===== config.mk =====
export PLATFORM = sky130hd
export DESIGN_NAME = hazard_scoreboard
export DESIGN_NICKNAME = d
export VERILOG_FILES = /design/src/rtl/hazard_scoreboard.sv
export SDC_FILE = /design/constraint.sdc
export NUM_CORES = 1
export LEC_CHECK = 0
export BUFFER_PORTS_ARGS = -buffer_cell sky130_fd_sc_hd__clkbuf_2
export CAP_MARGIN = 20
export CORE_MARGIN = 1
export CORE_UTILIZATION = 50
export CTS_BUF_LIST = sky130_fd_sc_hd__clkbuf_4
export DETAILED_ROUTE_END_ITERATION = 12
export HOLD_SLACK_MARGIN = 0.1
export PLACE_DENSITY_LB_ADDON = 0.08
export SLEW_MARGIN = 10
export SYNTH_ARGS = -nofsm -noshare
export SYNTH_HDL_FRONTEND = slang
export SYNTH_SLANG_ARGS = --single-unit
export TNS_END_PERCENT = 5

===== constraint.sdc =====
create_clock -name clk -period 2.25 [get_ports clk]
set_clock_uncertainty 0.2 [all_clocks]
set_input_delay 0.3375 -clock clk [delete_from_list [all_inputs] [get_ports clk]]
set_output_delay 0.3375 -clock clk [all_outputs]
set_load 0.1 [all_outputs]

===== src/rtl/hazard_scoreboard.sv =====
// hazard_scoreboard: D-stage stall / forwarding controller with a private
// scoreboard of the NPROD downstream stages (entry 0 = E, 1 = M, 2 = W ...)
// and a multiply/divide busy countdown.

`ifndef TUSE_IGNORE
`define TUSE_IGNORE (-1)
`endif

module hazard_scoreboard #(
  parameter int T_SIZE     = 3,
  parameter int NPROD      = 3,
  parameter int FS         = 3,
  parameter int MUL_CYCLES = 5,
  parameter int DIV_CYCLES = 10
) (
  input  logic                   clk,
  input  logic                   reset,
  input  logic                   flush,
  input  logic [4:0]             D_rs,
  input  logic [4:0]             D_rt,
  input  logic [T_SIZE-1:0]      D_Tuse_rs,
  input  logic [T_SIZE-1:0]      D_Tuse_rt,
  input  logic [4:0]             D_REG_write_number,
  input  logic                   D_REG_write_enable,
  input  logic [T_SIZE-1:0]      D_Tnew,
  input  logic                   D_MDU_request,
  input  logic                   D_MDU_start,
  input  logic                   D_MDU_div,
  output logic                   stall,
  output logic [NPROD*FS-1:0]    FWD_rs,
  output logic [NPROD*FS-1:0]    FWD_rt,
  output logic                   mdu_busy
);

  localparam int CW = $clog2(DIV_CYCLES + 1);
  localparam logic [T_SIZE-1:0] TUSE_IGN = T_SIZE'(`TUSE_IGNORE);

  // Producer side of an entry: needed in every stage.
  typedef struct packed {
    logic              valid;
    logic              we;
    logic [4:0]        wn;
    logic [T_SIZE-1:0] tnew;
  } prod_t;

  // Consumer side: the last stage never consumes a forward, so it is not kept.
  typedef struct packed {
    logic [4:0] rs;
    logic [4:0] rt;
    logic       use_rs;
    logic       use_rt;
  } cons_t;

  prod_t [NPROD-1:0] prod;
  cons_t [NPROD-2:0] cons;
  logic              start0;   // entry 0 holds an MDU start
  logic [CW-1:0]     mdu_cnt;

  logic              use_d_rs, use_d_rt, issue;
  logic [NPROD-1:0]        live, ready;
  logic [NPROD-1:0][4:0]   wn_vec;
  logic [NPROD-1:0][FS-1:0] fwd_rs, fwd_rt;

  // Tnew counts down toward 0 and never goes negative.
  function automatic logic [T_SIZE-1:0] sat_dec(input logic [T_SIZE-1:0] t);
    return (t[T_SIZE-1] || t == '0) ? '0 : t - T_SIZE'(1);
  endfunction

  // Youngest matching producer at or older than slice s decides; a match that
  // is not ready yet masks anything older.
  function automatic logic [FS-1:0] fwd_sel(
    input logic [4:0]            src,
    input logic                  use_src,
    input int                    s,
    input logic [NPROD-1:0]      lv,
    input logic [NPROD-1:0][4:0] wn,
    input logic [NPROD-1:0]      rdy
  );
    logic [FS-1:0] sel;
    sel = '0;
    for (int j = NPROD - 1; j >= 0; j--) begin
      if (j >= s && use_src && lv[j] && wn[j] == src)
        sel = rdy[j] ? FS'(j + 1) : '0;
    end
    return sel;
  endfunction

  assign use_d_rs = (D_Tuse_rs != TUSE_IGN);
  assign use_d_rt = (D_Tuse_rt != TUSE_IGN);
  assign mdu_busy = (mdu_cnt != '0);
  assign issue    = !stall && !flush;

  // Per-entry producer summary: a live GPR writer and whether its value exists.
  always_comb begin
    for (int j = 0; j < NPROD; j++) begin
      live[j]   = prod[j].valid && prod[j].we && prod[j].wn != 5'd0;
      wn_vec[j] = prod[j].wn;
      ready[j]  = (prod[j].tnew == '0);
    end
  end

  // Stall when a D operand's producer cannot deliver in time, or HI/LO is busy.
  always_comb begin
    stall = D_MDU_request && mdu_busy;
    for (int j = 0; j < NPROD; j++) begin
      if (live[j] && use_d_rs && wn_vec[j] == D_rs &&
          $signed(prod[j].tnew) > $signed(D_Tuse_rs))
        stall = 1'b1;
      if (live[j] && use_d_rt && wn_vec[j] == D_rt &&
          $signed(prod[j].tnew) > $signed(D_Tuse_rt))
        stall = 1'b1;
    end
  end

  // One forwarding select per consumer slice: slice 0 is D, slice k+1 is entry k.
  for (genvar s = 0; s < NPROD; s++) begin : g_slice
    logic [4:0] c_rs, c_rt;
    logic       c_use_rs, c_use_rt;
    if (s == 0) begin : g_d
      assign c_rs     = D_rs;
      assign c_rt     = D_rt;
      assign c_use_rs = use_d_rs;
      assign c_use_rt = use_d_rt;
    end else begin : g_e
      assign c_rs     = cons[s-1].rs;
      assign c_rt     = cons[s-1].rt;
      assign c_use_rs = cons[s-1].use_rs;
      assign c_use_rt = cons[s-1].use_rt;
    end
    assign fwd_rs[s] = fwd_sel(c_rs, c_use_rs, s, live, wn_vec, ready);
    assign fwd_rt[s] = fwd_sel(c_rt, c_use_rt, s, live, wn_vec, ready);
  end

  assign FWD_rs = fwd_rs;
  assign FWD_rt = fwd_rt;

  // Scoreboard shift: age every entry, load D or a bubble into entry 0.
  always_ff @(posedge clk) begin
    if (reset || flush) begin
      prod   <= '0;
      cons   <= '0;
      start0 <= 1'b0;
    end else begin
      for (int k = NPROD - 1; k > 0; k--) begin
        prod[k].valid <= prod[k-1].valid;
        prod[k].we    <= prod[k-1].we;
        prod[k].wn    <= prod[k-1].wn;
        prod[k].tnew  <= sat_dec(prod[k-1].tnew);
      end
      for (int k = NPROD - 2; k > 0; k--)
        cons[k] <= cons[k-1];
      if (stall) begin
        prod[0] <= '0;
        cons[0] <= '0;
        start0  <= 1'b0;
      end else begin
        prod[0].valid  <= 1'b1;
        prod[0].we     <= D_REG_write_enable;
        prod[0].wn     <= D_REG_write_number;
        prod[0].tnew   <= D_Tnew;
        cons[0].rs     <= D_rs;
        cons[0].rt     <= D_rt;
        cons[0].use_rs <= use_d_rs;
        cons[0].use_rt <= use_d_rt;
        start0         <= D_MDU_start;
      end
    end
  end

  // MDU busy countdown; a start squashed while still in E cancels it.
  always_ff @(posedge clk) begin
    if (reset)
      mdu_cnt <= '0;
    else if (flush && start0)
      mdu_cnt <= '0;
    else if (issue && D_MDU_start)
      mdu_cnt <= D_MDU_div ? CW'(DIV_CYCLES) : CW'(MUL_CYCLES);
    else if (mdu_cnt != '0)
      mdu_cnt <= mdu_cnt - CW'(1);
  end

endmodule

# Word level (Yosys, flattened, before mapping)
# Cells that the tools add are included.
word_totals:
  reg_bits: 59
  in_bits: 31
  output_inout_bits: 20
  elab_cells: 127
classes:
  addsub: 3
  n_lt_le_gt_ge: 6
  eq_ne: 14
  n_mux: 25
  reduce_logical: 57
op_table:
  columns: ["operator", "count"]
  rows:
  - ["5-bit == test", 12]
  - ["1-bit logical AND", 40]
  - ["3-bit > comparator", 6]
  - ["3-bit two-way mux", 6]
  - ["2-bit two-way mux", 8]
  - ["5-bit nonzero test", 3]
  - ["4-bit two-way mux", 3]
  - ["10-bit two-way mux", 1]
  - ["3-bit logical NOT", 3]
  - ["2-bit OR reduction", 4]
  - ["1-bit two-way mux", 7]
  - ["3-bit inequality test (second input constant)", 2]
  - ["3-bit by 1-bit subtractor with 3-bit output (second input constant)", 2]
  - ["4-bit nonzero test", 1]
  - ["4-bit by 1-bit subtractor with 4-bit output (second input constant)", 1]
  - ["1-bit logical OR", 3]
  - ["1-bit logical NOT", 2]
  - ["2-bit nonzero test", 1]

# Depth between registers and ports, before layout
# Gate-level depths: netlist of run 1.
depth:
  depth_word: 15
  ltp_mapped: 9
  depth_no_buf: 8

# Least setup slack after synthesis of run 1
# No wires, ideal clock.
synth_timing:
  kind: "register to output"
  from: "reg prod[14] (netlist name)"
  to: "out FWD_rs[4]"
  arrival_time_ns: 4.082
  required_ns: 1.712
  path_slack_ns: -2.369
  path_stages_with_launch: 7
  cell_sequence: "dfxtp_1 -> buf_6 -> or4_4 -> o211ai_2 -> nor3_1 -> nor3_1 -> a21o_1"
synth_via:
  elab_chain_cells: 5
synth_rtl:
  columns: ["item", "line_no", "rtl"]
  rows:
  - ["start, declared", "54", "prod_t [NPROD-1:0] prod;"]
  - ["5-bit nonzero test", "96", "live[j] = prod[j].valid && prod[j].we && prod[j].wn != 5'd0;"]
  - ["1-bit logical AND", "96", null]
  - ["1-bit logical AND", "82", "if (j >= s && use_src && lv[j] && wn[j] == src)"]
  - ["1-bit logical AND (*)", "82", null]
  - ["3-bit two-way mux (*)", "82", null]
  - ["end, declared", "30", "output logic [NPROD*FS-1:0] FWD_rs,"]
# Every way passes the cells marked *; elsewhere a longest branch is shown, timed or not.

# Final worst setup path of run 1
layout_timing:
  from: "reg prod[17] (netlist name)"
  to: "out stall"
layout_via:
  elab_chain_cells: 9
layout_rtl:
  columns: ["item", "line_no", "rtl"]
  rows:
  - ["5-bit nonzero test", "96", null]
  - ["1-bit logical AND", "96", null]
  - ["1-bit logical AND (3 in series)", "106", "if (live[j] && use_d_rs && wn_vec[j] == D_rs &&"]
  - ["1-bit two-way mux", "106", null]
  - ["1-bit two-way mux (*)", "109", "if (live[j] && use_d_rt && wn_vec[j] == D_rt &&"]
  - ["1-bit two-way mux (*)", "106", null]
  - ["1-bit two-way mux (*)", "109", null]
  - ["end, declared", "29", "output logic stall,"]
# Marked as above.

==> results of run 1 <==
sequential cells by signal, summed over array words and instances (netlist names):
name / flops
prod: 30
g_slice.c_rs: 10
g_slice.c_rt: 10
mdu_cnt: 4
g_slice.c_use_rs: 2
g_slice.c_use_rt: 2
start0: 1
layer usage:
layer	vias to the layer above	wire [um]	GRT usage
met1	1331	3667	0.3385
li1	1396	-	-
met4	0	115	0.1105
met5	-	0	0
met3	11	219	0.04066
met2	50	4144	0.4562
cell usage in the layout (no fill, tap or decap), types with 2 or more instances in the layout:
cell and count:
dfxtp_1 55, buf_4 55, and2_1 45, xor2_1 31, clkbuf_2 30, xnor2_1 29
ha_1 24, dlygate4sd3_1 21, nand2_1 18, inv_1 14, buf_12 13, nor2_1 12
clkbuf_4 11, nor2b_1 8, nand3_1 7, nand4_1 6, nor4_1 6, conb_1 6
mux2i_1 5, nor3_1 4, o21ai_0 4, o311ai_0 4, buf_6 4, dfxtp_2 4
nor4_2 3, nor2_4 3, o211ai_1 2, and3_1 2, nor2_2 2, nor3_2 2
nor3_4 2, o311a_1 2, a21o_4 2, a21oi_1 2, or3_1 2, bufinv_16 2
layout make-up:
| class | count | area (sq um) | area share |
|---|---|---|---|
| multi-input combinational | 256 | 2039 | 0.4409 |
| timing repair buffer | 124 | 1094 | 0.2364 |
| clock inverter | 5 | 77.57 | 0.01677 |
| inverter | 14 | 52.55 | 0.01136 |
| tap | 75 | 93.84 | 0.02029 |
| sequential | 59 | 1186 | 0.2564 |
| clock buffer | 11 | 82.58 | 0.01785 |
per-stage QoR:
step / utilization / TNS [ns] / total power (uW) / area, sq um
after floorplan: - / -10.54 / 1831 / 3343
after global placement: 0.6796 / -9.773 / 2053 / 4119
after detailed placement: 0.6796 / -11.01 / 2071 / 4119
after CTS: 0.7514 / -13.98 / 3000 / 4554
after global routing: 0.7632 / -17.91 / 3163 / 4626
final: 0.7632 / -13.56 / 3000 / 4626
report_power, final:
| group | internal, uW | switching (uW) |
|---|---|---|
| Sequential | 1130 | 66.3 |
| Clock | 473 | 396 |
| Combinational | 391 | 547 |
| Total | 1990 | 1010 |
kinds of logic after synthesis:
kind of cell | after synthesis
and+or+nand+nor | 134
xor gates and xnor gates | 60
DFF | 59
buffers and inverters | 37
AOI/OAI and AO/OA | 26
adders and majority gates | 24
muxes | 6
other | 1
synth_stat cells, types with 2 or more instances:
cell and count:
mux2i_1 5, xnor2_1 29, a21o_1 3, and3_1 2, buf_2 5, o311ai_0 4, o211ai_1 2, nand3_1 8
xor2_1 31, inv_1 14, o21ai_0 6, ha_1 24, nand4_1 6, and2_1 46, buf_4 8, nor2b_1 8
clkbuf_1 7, buf_6 3, nor4_1 10, dfxtp_1 59, nor2_1 17, nor3_1 8, o311a_1 3, a21oi_1 2
nand2_1 19, or3_1 3, a22oi_1 2
worst max-delay path: cells and delay by family (launching register included):
| family | cells | cell delay (ns) |
|---|---|---|
| AOI/OAI and AO/OA | 2 | 0.52 |
| buffers and inverters | 2 | 0.35 |
| DFF | 1 | 0.33 |
| and+or+nand+nor | 3 | 0.79 |
worst max path at each step:
stage | slack (ns) | from | end
5_1_grt | -0.79 | prod[13] | FWD_rt[1]
3_3_place_gp | -0.39 | D_Tuse_rt[1] | stall
2_1_floorplan | -0.67 | prod[14] | FWD_rs[4]
4_1_cts | -0.69 | prod[17] | stall
3_5_place_dp | -0.43 | D_Tuse_rt[1] | stall
6_report | -0.68 | prod[17] | stall
timing repair:
item	CTS	global route
gates resized for setup	12	14
hold buffers	21	0
buffers inserted	4	1
endpoints found under the setup margin	41	41
hold endpoints to repair	24	0
pin swaps	11	12
==> metrics.txt, run 1 <==
GPL Wtd Cong=0.8900; Vias/cell=approximately 5.1; Synth Area per Inst=about 9.3 sq um; first-pass GRT wire length=13120 um; Starting Density=0.5334; failing checks=negative setup slack; Slew Viols, Final=0; CP required=1.71 ns; clk sinks=59; initial antenna violation count=0; critical path class=reg -> out; synthesized area=~0.0032 sq mm; unrepaired setup endpoints after global routing=yes; H-tree levels=3; Cells after DPL=between 500 and 600; status=complete, but fails checks; clock tree buffer depth=2; area grow syn2layout=43.07%; Compound-Gate Fraction of Synth Area=0.06695; slowest CP cell=or4_4; hold endpoint=g_slice[1].c_use_rt; Starting DRT DRC Count=77; number of port buffers=44; Worst Hold Depth=3; Post-synth EDFFs=0; DRT Pass-1 Iters=4; DP HPWL=5838 um; worst hold path type=in -> reg; Pwr per Cell Area=648.5 mW/mm^2; Core ar.=about 0.0061 sq mm; synth top area cells=dfxtp_1, ha_1, and2_1; Synth cell types=40; Worst R2R Setup Slack=-0.30 ns; share of post-route cells with drive strength above 1=0.3220; Hold Crit Start=D_Tuse_rt[2]; Synth top area share=0.3653; Die W=between 80 and 90 um; Setup WS pre-CTS=-0.4272 ns; Setup WS post-layout=-0.6753 ns; largest net degree at the start of global routing=29; Post-synth ARST share=0; Reg2Reg Launch Point=prod[17]; I/O pin count=51; Ant. Diodes=0; Max stage delay on crit path=0.54 ns; max-cap viol count=0; RR Endpoint=g_slice[1].c_rt[4]; post-route ant nets=0; fin nets=between 500 and 600; crit-path max FO=3; final setup fails=40; std cell rows=28; Syn. warnings=0; TritonCTS Buffers=9; vias in the first global route=2801; Post-Synth XOR/XNOR Area=0.1625; final hold vios=0; largest family of logic cells by synthesized area=simple AND/OR/NAND/NOR gates; Primary FF master, synth=dfxtp_1; WP data arrival=2.39 ns; fin cells=544; minimum clock period=2.925 ns; Root Driver=clkbuf_4; post-synth top area cell=dfxtp_1; Critical Path Start Type=flip-flop; crit share post-route=1.300; Fmax achieved=341.8 MHz; cell count after synthesis=347; DR WL/cell=14.97 um; Clock transition at path regs=0.10 ns; drc violations=0; Max IR drop VDD=0.9894 mV; mux cell area share after synthesis=0.01896; drt total wl=8146 um; Synth Area in Simple Gates=0.2310; Lkg Pwr=0.002169 uW; # fillers=420; number of synthesized register bits=59; die height=82.41 um; Die Area=0.006791 sq mm; R2R depth=8; CTS tree=built; worst skew pair latency=0.40 ns; sequential element share of the synthesized area=0.3653; endpoint type of the worst setup path=output port; worst-path cell chain=or4_4 -> o211ai_4 -> nor4_2 -> buf_4 -> a221oi_4 -> nand3_2 -> buf_12; vias=2788; Overflow after GRT=0; adder-cell share of the synthesized area=0.09288; hold slack final=0.1754 ns; Total GRT Usage=0.2688
No activity file was read; power rests on OpenSTA's default activity.
==> inputs of run 2 (changes only) <==
--- a/config.mk
+++ b/config.mk
@@ -8,7 +8,7 @@
 export BUFFER_PORTS_ARGS = -buffer_cell sky130_fd_sc_hd__clkbuf_2
 export CAP_MARGIN = 20
 export CORE_MARGIN = 1
-export CORE_UTILIZATION = 50
+export CORE_UTILIZATION = 53
 export CTS_BUF_LIST = sky130_fd_sc_hd__clkbuf_4
 export DETAILED_ROUTE_END_ITERATION = 12
 export HOLD_SLACK_MARGIN = 0.1
==> run 2 against run 1 <==
Effect of this change: the flow still finishes with violations (negative setup slack); combinational power rose by 0.5%; sequential share of layout area barely moved; global-route usage rose by 0.91 points; critical path depth rose by 2; die area fell by 5.5%; sequential power barely moved; via count fell by 1.9%; cell count rose by 0.18%; design area barely moved; critical path type unchanged.
==> metrics.txt, run 2 (same netlist as run 1, synthesis figures left out) <==
status=complete, but fails checks; failing checks=negative setup slack; worst skew pair latency=0.43 ns; R2R depth=8; post-route cell area=roughly 0.0046 sq mm; number of port buffers=44; GPL Wtd Cong=0.8464; minimum clock period=between 2 and 3 ns; RR Endpoint=g_slice[1].c_rs[0]; Root Driver=clkbuf_4; unrepaired setup endpoints after global routing=yes; placed cell area=around 0.004 sq mm; worst hold path type=in -> reg; std cell rows=28; hold endpoint=start0; Overflow after GRT=0; Reg2Reg Launch Point=prod[17]; most frequent cells in the layout=buf_4, dfxtp_1, and2_1; initial antenna violation count=0; Ant. Diodes=0; critical path class=reg -> out; crit share post-route=1.316; Starting DRT DRC Count=121; WP data arrival=2.42 ns; die height=80.11 um; DR WL/cell=~15 um; Worst Setup SP=prod[17]; vias in the first global route=approximately 2800; Worst Hold Depth=4; most common cell after layout, fill and taps aside=buf_4; H-tree levels=3; post-route ant nets=0; CTS tree=built; Vias/cell=5.018; DRT Pass-1 Iters=5; endpoint type of the worst setup path=output port; max-cap viol count=0; CP required=1.71 ns; Max IR drop VDD=approximately 1 mV; crit-path max FO=3; DP HPWL=5845 um; vias=about 2700; clock tree buffer depth=2; Setup WS post-layout=-0.7109 ns; number of flip-flops in the largest register=30; first-pass GRT wire length=between 10000 and 15000 um; # fillers=about 400; TritonCTS Buffers=9; Core ar.=0.005886 sq mm; Fmax achieved=337.7 MHz; TNS Setup=-14.07 ns; drt total wl=roughly 8000 um; share of post-route cells with drive strength above 1=0.3319; Clock transition at path regs=0.11 ns; Pwr per Cell Area=608.1 mW/mm^2; Die Area=0.006417 sq mm; final hold vios=0; Slew Viols, Final=0; largest net degree at the start of global routing=29; fin nets=520; final setup fails=40; Die W=80.11 um; clk sinks=59; Worst R2R Setup Slack=-0.29 ns; area grow syn2layout=43.19%; drc violations=0; Top reg by flops=prod; Lkg Pwr=roughly 0.0022 uW; Critical Path Start Type=flip-flop; Starting Density=0.5493; Total GRT Usage=0.2779; Hold Crit Start=D_MDU_start; hold slack final=0.1722 ns; I/O pin count=51
## run 2: timing repair
item	in CTS	in global routing
setup endpoints to repair	41	41
gates resized for setup	20	13
hold endpoints to repair	25	0
gates cloned	0	0
buffers inserted	3	2
pin swaps	10	8
hold buffers	22	0
## run 2: how the worst max path moves through the flow
stage	to	slack, ns	cells past startpoint
after floorplan	FWD_rs[4]	-0.67	6
after global placement	stall	-0.41	9
after detailed placement	stall	-0.42	9
after CTS	stall	-0.71	7
after global routing	FWD_rs[0]	-0.80	9
final	FWD_rs[0]	-0.71	9
## run 2: worst max-delay path, stage by stage (launching register included)
cell	delay, ns
dfxtp_2	0.34
or4_4	0.54
o211ai_4	0.21
buf_6	0.14
nor4_4	0.04
nor2_1	0.18
buf_4	0.15
nand2_4	0.05
o21ai_4	0.17
buf_12	0.19
## run 2: area by class of cell
| type | instances | area (sq um) | share of cell area |
|---|---|---|---|
| Sequential cell | 59 | 1189 | 0.2568 |
| Multi-Input combinational cell | 256 | 2082 | 0.4497 |
| Inverter | 14 | 52.55 | 0.01135 |
| Clock buffer | 9 | 67.56 | 0.01459 |
| Tap cell | 75 | 93.84 | 0.02027 |
| Timing Repair Buffer | 125 | 1092 | 0.2359 |
| Clock inverter | 7 | 52.55 | 0.01135 |
## run 2: metrics by stage
step	util	cells	total power [uW]	worst slack, ns
2_1_floorplan	-	352	1831	-0.6682
3_3_place_gp	0.6998	503	2042	-0.4095
3_5_place_dp	0.6998	503	2066	-0.4217
4_1_cts	0.7755	543	2784	-0.7085
5_1_grt	0.7866	545	2966	-0.7982
6_report	0.7866	545	2815	-0.7109
## run 2: per-layer routing
| metal | GRT usage | share of wire | up-vias | wire, um |
|---|---|---|---|---|
| met2 | 0.4607 | 0.48 | 66 | 3832 |
| met1 | 0.3453 | 0.46 | 1268 | 3627 |
| li1 | - | - | 1388 | - |
| met3 | 0.06932 | 0.042 | 13 | 333 |
| met4 | 0.1071 | 0.020 | 0 | 161 |
| met5 | 0 | 0 | - | 0 |
## run 2: where the power goes
group	total [uW]	leakage, uW	switching [uW]	internal (uW)
clock network	679	0.0000562	450	229
logic	943	0.00161	554	389
registers	1190	0.000483	65.9	1130
